$ cat config.mk
export PLATFORM = sky130hd
export DESIGN_NAME = uart_rx_rtl
export DESIGN_NICKNAME = d
export VERILOG_FILES = /design/src/rtl/uart_rx_rtl.sv
export SDC_FILE = /design/constraint.sdc
export NUM_CORES = 1
export LEC_CHECK = 0
export BUFFER_PORTS_ARGS = -buffer_cell sky130_fd_sc_hd__buf_2
export CAP_MARGIN = 20
export CORE_MARGIN = 4
export CORE_UTILIZATION = 42
export DETAILED_ROUTE_END_ITERATION = 12
export PLACE_DENSITY = 0.57
export SETUP_SLACK_MARGIN = 0.3
export SLEW_MARGIN = 20
export SYNTH_ARGS = -nofsm -noshare
export SYNTH_HDL_FRONTEND = slang
export SYNTH_SLANG_ARGS = --single-unit
$ cat constraint.sdc
create_clock -name clk -period 2.38 [get_ports clk]
set_input_delay 0.119 -clock clk [delete_from_list [all_inputs] [get_ports clk]]
set_output_delay 0.119 -clock clk [all_outputs]
set_load 0.03 [all_outputs]
$ cat src/rtl/uart_rx_rtl.sv
// 8N1 UART receiver: synchronises rxd, samples each bit at mid-bit and hands
// received bytes to a valid/ready consumer, flagging framing errors and overruns.
module uart_rx_rtl #(
  parameter int unsigned CLK_FREQUENCY = 50_000_000,
  parameter int unsigned BAUD_RATE     = 115200
) (
  input  logic       clk,
  input  logic       rst_n,
  input  logic       rxd,
  output logic [7:0] rx_data,
  output logic       rx_valid,
  input  logic       rx_ready,
  output logic       frame_err,
  output logic       overrun
);

  localparam int unsigned BAUD_CNT_MAX = CLK_FREQUENCY / BAUD_RATE - 1;
  localparam int unsigned HALF_CNT     = BAUD_CNT_MAX / 2;
  localparam int unsigned CNT_W        = (BAUD_CNT_MAX > 0) ? $clog2(BAUD_CNT_MAX + 1) : 1;
  localparam int unsigned IDX_W        = 3;
  localparam int unsigned DATA_W       = 8;

  typedef enum logic [1:0] {
    IDLE  = 2'd0,
    START = 2'd1,
    DATA  = 2'd2,
    STOP  = 2'd3
  } state_t;

  state_t              state, state_nxt;
  logic                rxd_meta, rxd_s, rxd_prev;
  logic [CNT_W-1:0]    cnt, cnt_nxt;
  logic [IDX_W-1:0]    idx, idx_nxt;
  logic [DATA_W-1:0]   shift, shift_nxt;
  logic                fall_c;
  logic                cnt_max_c;
  logic                cnt_half_c;
  logic                byte_done_c;
  logic                stop_bad_c;

  // Two-flop synchroniser plus previous-sample flop for start-edge detection
  always_ff @(posedge clk or negedge rst_n) begin
    if (!rst_n) begin
      rxd_meta <= 1'b1;
      rxd_s    <= 1'b1;
      rxd_prev <= 1'b1;
    end else begin
      rxd_meta <= rxd;
      rxd_s    <= rxd_meta;
      rxd_prev <= rxd_s;
    end
  end

  assign fall_c     = rxd_prev & ~rxd_s;
  assign cnt_max_c  = (cnt == CNT_W'(BAUD_CNT_MAX));
  assign cnt_half_c = (cnt == CNT_W'(HALF_CNT));

  // State and datapath registers
  always_ff @(posedge clk or negedge rst_n) begin
    if (!rst_n) begin
      state <= IDLE;
      cnt   <= '0;
      idx   <= '0;
      shift <= '0;
    end else begin
      state <= state_nxt;
      cnt   <= cnt_nxt;
      idx   <= idx_nxt;
      shift <= shift_nxt;
    end
  end

  // Next-state and frame decode
  always_comb begin
    state_nxt   = state;
    cnt_nxt     = cnt;
    idx_nxt     = idx;
    shift_nxt   = shift;
    byte_done_c = 1'b0;
    stop_bad_c  = 1'b0;
    case (state)
      IDLE: begin
        cnt_nxt = '0;
        if (fall_c) begin
          state_nxt = START;
        end
      end
      START: begin
        if (cnt_half_c) begin
          cnt_nxt   = '0;
          idx_nxt   = '0;
          state_nxt = rxd_s ? IDLE : DATA;
        end else begin
          cnt_nxt = cnt + CNT_W'(1);
        end
      end
      DATA: begin
        if (cnt_max_c) begin
          cnt_nxt   = '0;
          shift_nxt = {rxd_s, shift[DATA_W-1:1]};
          idx_nxt   = idx + IDX_W'(1);
          if (idx == IDX_W'(DATA_W - 1)) begin
            state_nxt = STOP;
          end
        end else begin
          cnt_nxt = cnt + CNT_W'(1);
        end
      end
      STOP: begin
        // Back to IDLE at mid-stop so an immediately following start edge is caught
        if (cnt_max_c) begin
          cnt_nxt     = '0;
          state_nxt   = IDLE;
          byte_done_c = rxd_s;
          stop_bad_c  = ~rxd_s;
        end else begin
          cnt_nxt = cnt + CNT_W'(1);
        end
      end
      default: begin
        state_nxt = IDLE;
        cnt_nxt   = '0;
      end
    endcase
  end

  // Output holding register with valid/ready handshake and overrun detection
  always_ff @(posedge clk or negedge rst_n) begin
    if (!rst_n) begin
      rx_data   <= '0;
      rx_valid  <= 1'b0;
      frame_err <= 1'b0;
      overrun   <= 1'b0;
    end else begin
      frame_err <= stop_bad_c;
      overrun   <= 1'b0;
      if (byte_done_c) begin
        if (!rx_valid || rx_ready) begin
          rx_data  <= shift;
          rx_valid <= 1'b1;
        end else begin
          overrun <= 1'b1;
        end
      end else if (rx_valid && rx_ready) begin
        rx_valid <= 1'b0;
      end
    end
  end

endmodule
==> results.ini, run 1 <==
[status]
status=complete, no violations

[yosys]
syn_nets=130
synth_compound_area_share_pct=5.26
synth_flop_cell=dfrtp_1
async_flop_share_pct=100
synth_top_area_share_pct=53.4
synth.distinct_cells=30
synth-xor-area-share_pct=3.97
ys.warnings.count=0
synth_fa_ha_area_share_pct=4.05
synthTopCellsByArea=dfrtp_1, mux2_2, dfstp_2
synth_top_family_by_area=simple AND/OR/NAND/NOR gates
ys_seq_area_share_pct=58.5
synthMuxAreaShare_pct=12.3
synth.avg_cell_area_um2=12.8
ys_ff_latch=36
syn_area_um2=1550
synth.largest_area_cell=dfrtp_1
synthSimpleGateAreaFrac_pct=13.8
synth_enable_flop_cells=0
synthCells=121

[worst_setup_path]
arrival_ns=2.11
worstSetupStartpointType=flip-flop
crit_type=flip-flop to flip-flop
critPathSlowestCell=nor3b_4
cp.required_ns=2.55
setup.worst_path.end_class=flip-flop
cp_cell_sequence=inv_1 > ha_1 > and4bb_2 > nand2_4 > nor3b_4 > mux2_2
r2r-start=cnt[1]
path_max_fanout=8
startpoint=cnt[1]
slowest_delay_ns=0.43

[global_route]
grt_pass1_wl_um=4450
globalRouteOverflowTotal=0
grt_max_degree=37
grtUsageTotal_pct=13.2
first_global_vias=958
antenna_found_initial=0

[place]
io_buffers=14
place_ws_ns=0.415
dp_hpwl_um=1790
place_area_um2=1670
place_inst=180
gp_congestion=0.786

[clocking]
cts_made_buffers=5
cts.sinks=36
path_clk_slew_ns=0.07
insertion_delay_ns=0.29
root_buffer=clkbuf_8
cts_max_path_buffers=2
cts_tree=yes
htree_num_levels=2

[power]
p_int_mw=0.947
switching_share_pct=20.6
total_power_mw=1.19
comb_power_share_pct=3.6
pwr-share-seq_pct=52.7
clkPwrFrac_pct=43.8
ir_drop_mv=0.571
leakage_nw=0.883
power_density_nw_per_um2=657
p_switching_mw=0.246

[finish]
diodes=0
final_nets=154
instances_no_fill=192
drive_gt1_share_pct=34.2
postLayoutCellArea_um2=1810
area_delta_synth_final_pct=17.4
final_util_pct=52.7

[detailed_routing]
first_pass_iters=4
via_count=964
drcViolationCount=0
drt_iter0_markers=50
vias_per_cell=5.02
ant_nets=0
routed_wl_um=2600
wl_per_cell_um=13.6

[floorplan]
rows=21
die_area_um2=4710
fp.dieW_um=68.7
io_pins=15
start_util_pct=44.9
core-area_um2=3440
die_height_um=68.7

[timing]
layout_setup_ws_ns=0.440
max_freq_ghz=0.515
fin_crit_ns=1.94
post-route-period-util_pct=81.5
setup_violations=0
worstMarginPinSlew_ns=0.770
hold_ws_ns=0.173
relSlewSlack_pct=48.7
finClkSkew_ns=0.00660
timing.setup.tns_ns=0
rsz0062_at_grt=false
hold_violations=0
finalMaxSlewViolations=0

[job]
max-cap-violations=0

[hold_path]
hp-start=rx_ready
hold_class=input port to flip-flop

==> path summary, 6_finish.rpt <==
| path | to | slack, ns | cells after the start |
|---|---|---|---|
| max in group asynchronous | rx_data[7] | 1.45 | 2 |
| min in group asynchronous | cnt[5] | 0.45 | 2 |
| min reg2reg | rxd_s | 0.36 | 0 |
| max | rx_data[7] | 0.44 | 6 |
| min | overrun | 0.17 | 3 |
| max reg2reg | rx_data[7] | 0.44 | 6 |
==> flip-flops by register name, indices dropped and copies added, names as in the netlist, 3 cells and up, named ones only <==
register  flops
rx_data       8
idx           3
shift         8
cnt           9
==> power by group through the flow <==
stage | registers, mW | clock network, mW | logic, mW
after floorplan | 0.638 | 0 | 0.0172
after global placement | 0.639 | 0 | 0.0358
after detailed placement | 0.640 | 0 | 0.0360
after CTS | 0.628 | 0.538 | 0.0387
after global routing | 0.629 | 0.567 | 0.0482
final | 0.628 | 0.522 | 0.0424
==> cell type report <==
type,instances,area [µm²]
flip-flops and latches,36,905
clock buffers,5,68.8
clock inverters,3,42.5
inverters,5,18.8
well taps,46,57.6
repair buffers,19,113
fillers,293,1630
multi-input cells,78,609
==> synth_stat cells, drive strengths merged, types with 2 or more instances <==
cell / n
a22oi: 2
buf: 2
dfrtp: 33
dfstp: 3
ha: 5
inv: 5
mux2: 16
nand2: 5
nand3: 5
nand4: 2
nor2: 17
nor3: 2
o211ai: 2
o21ai: 4
xnor2: 5
xor2: 2
==> cells by family after synthesis <==
kind of cell / after synthesis
AND/OR/NAND/NOR: 38
flip-flops: 36
multiplexers: 17
AO/OA/AOI/OAI: 11
XOR/XNOR: 7
buffers and inverters: 7
adder cells (fa/ha/maj): 5
==> layout by cell type (no fill, tap or decap), types with 3 or more instances in the layout <==
cell type,Yosys,routed
inv_1,5,5
clkbuf_8,0,5
o21ai_0,4,4
dfstp_2,3,3
ha_1,5,5
nor2_1,17,17
dfrtp_1,33,33
buf_2,1,14
xnor2_1,5,5
nand2_1,4,4
mux2_2,16,16
buf_4,1,3
nand3_1,5,5
==> what timing repair did <==
action | 4_1_cts | 5_1_grt
endpoints found under the setup margin | 0 | 10
buffers inserted | 0 | 2
endpoints found under the hold margin | 34 | 0
hold buffers | 2 | 0
resized for setup | 0 | 0
==> critical path: cells and delay by family (launching register included) <==
| family | cells | cell delay [ns] |
|---|---|---|
| simple gates | 3 | 0.81 |
| flops | 1 | 0.40 |
| mux | 1 | 0.39 |
| fa+ha+maj | 1 | 0.13 |
| buf+inv | 1 | 0.09 |
==> routing by layer <==
metal | global-route usage [%] | part of all wire (%) | vias up | wire length [µm]
met5 | 0 | 0 | - | 0
met4 | 7.44 | 1.5 | 0 | 39
met3 | 3.89 | 5.1 | 4 | 132
met2 | 18.7 | 44 | 19 | 1160
met1 | 17.9 | 49 | 474 | 1280
li1 | - | - | 467 | -
(Power assumes the default switching activity.)
==> inputs of run 2 (changes only) <==
PLACE_DENSITY = 0.59   (was 0.57)
clock period = 1.6 ns   (was 2.38 ns; I/O delays follow)
==> run 2 against run 1 <==
Net effect:
- the run now ends with negative setup slack left
- sequential power rose by 49%
- register-to-register slack got worse by 0.54 ns
- final cell count rose by 7.8%
- first-iteration DRC count rose by 50%
- setup slack got worse by 0.54 ns
- non-clock buffer count rose by 15
- clock-buffer cell count rose by 3
- die area did not move
- sequential share of layout area fell by 5.0 points
- routed wire length rose by 14%
- largest cell class unchanged
==> results.ini, run 2 (synthesized netlist as in run 1, its figures left out) <==
[status]
status=finished, violations left
violations=negative setup slack

[power]
switching_share_pct=21.5
pwr-share-seq_pct=55.7
clkPwrFrac_pct=38.9
p_switching_mw=0.361
comb_power_share_pct=5.4
power_density_nw_per_um2=832
p_int_mw=1.31
total_power_mw=1.68
leakage_nw=0.971
ir_drop_mv=0.634

[job]
max-cap-violations=0

[timing]
timing.setup.tns_ns=-0.947
rsz0062_at_grt=true
finalMaxSlewViolations=0
hold_ws_ns=0.127
hold_violations=0
finClkSkew_ns=0.00537
worstMarginPinSlew_ns=0.451
layout_setup_ws_ns=-0.101
relSlewSlack_pct=69.9
setup_violations=21
fin_crit_ns=1.70
post-route-period-util_pct=106
max_freq_ghz=0.588

[worst_setup_path]
startpoint=cnt[1]
crit_type=flip-flop to flip-flop
crit_family=simple AND/OR/NAND/NOR gates
r2r_setup_slack_ns=-0.10
setup.worst_path.end_class=flip-flop
cp-endpoint=rx_data[2]
r2r-start=cnt[1]
rr_worst_depth=7
cp_cell_sequence=inv_2 > ha_4 > and4bb_2 > nand2_4 > nor3b_4 > buf_12 > mux2_4
critPathSlowestCell=dfrtp_1
path_max_fanout=8
cp.required_ns=1.77
worstSetupStartpointType=flip-flop
arrival_ns=1.87
cp.depth=7
slowest_delay_ns=0.40
worst-path-buf-inv=2
reg2reg_to=rx_data[2]

[place]
io_buffers=14
dp_hpwl_um=2040
gp_congestion=0.798
place_ws_ns=-0.127
place_area_um2=1820
place_inst=197

[floorplan]
fp.dieW_um=68.7
start_util_pct=44.9
die_height_um=68.7
rows=21
die_area_um2=4710
io_pins=15
core-area_um2=3440

[detailed_routing]
wl_per_cell_um=14.3
drt_iter0_markers=75
ant_nets=0
vias_per_cell=4.95
via_count=1025
first_pass_iters=4
drcViolationCount=0
routed_wl_um=2960

[global_route]
first_global_vias=1142
grtUsageTotal_pct=15.7
globalRouteOverflowTotal=0
grt_pass1_wl_um=5350
antenna_found_initial=0
grt_max_degree=37

[finish]
drive_gt1_share_pct=43.5
instances_no_fill=207
mostFrequentLayoutCell=dfrtp_1
area_delta_synth_final_pct=30.4
final_nets=169
postLayoutCellArea_um2=2010
final_util_pct=58.5
largest_reg_flops=9
top_register=cnt
final_cell_mix=dfrtp_1, nor2_1, buf_4
largestRegisters=cnt x9, rx_data x8, shift x8
diodes=0

[clocking]
path_clk_slew_ns=0.07
cts_setup_buffers=0
cts_made_buffers=5
htree_num_levels=2
cts_tree=yes
cts.sinks=36
root_buffer=clkbuf_8
insertion_delay_ns=0.29
cts_max_path_buffers=2

[hold_path]
hold_class=input port to flip-flop

run 2: changes by cell type in the layout (fill, tap and decap cells not counted), sizes merged:
| cell | delta |
|---|---|
| clkinv | -1 |
| clkinvlp | -1 |
| buf | +15 |
| bufinv | -1 |
| clkbuf | +3 |
run 2: final cells by class:
cell class              instances  area (µm²)
fillers                       287        1430
flip-flops and latches         36         905
multi-input cells              78         689
repair buffers                 34         254
clock buffers                   8        90.1
well taps                      46        57.6
inverters                       5        18.8
run 2: power by group through the flow:
| stage | combinational (mW) | sequential [mW] | clock, mW |
|---|---|---|---|
| 6_report | 0.0909 | 0.933 | 0.652 |
| 5_1_grt | 0.105 | 0.934 | 0.720 |
| 4_1_cts | 0.0882 | 0.933 | 0.682 |
| 3_5_place_dp | 0.0784 | 0.948 | 0 |
| 3_3_place_gp | 0.0765 | 0.947 | 0 |
| 2_1_floorplan | 0.0265 | 0.949 | 0 |
run 2: what timing repair did:
item	in CTS	in global routing
hold buffers	2	0
resized for setup	17	2
pin swaps	4	3
hold endpoints to repair	34	0
endpoints found under the setup margin	33	33
run 2: how the worst min path moves through the flow:
stage,endpoint,depth (start not counted),from,slack [ns]
2_1_floorplan,asynchronous set/reset pin,0,rst_n,-0.22
3_3_place_gp,frame_err,2,rst_n,0.14
3_5_place_dp,cnt[4],2,rst_n,0.15
4_1_cts,overrun,3,rx_ready,0.12
5_1_grt,overrun,3,rx_ready,0.15
6_report,overrun,3,rx_ready,0.13
run 2: worst reg2reg max path, cell delays in order (launching register included):
cell and delay [ns]:
dfrtp_1 0.40, inv_2 0.08, ha_4 0.11, and4bb_2 0.26, nand2_4 0.06, nor3b_4 0.21, buf_12 0.17, mux2_4 0.30
run 2: layer usage:
| metal | global-route usage [%] | wire, µm | vias to the layer above |
|---|---|---|---|
| met5 | 0 | 0 | - |
| met4 | 6.20 | 54 | 0 |
| met3 | 5.51 | 100 | 5 |
| met2 | 24.9 | 1490 | 15 |
| met1 | 19.6 | 1320 | 509 |
| li1 | - | - | 496 |
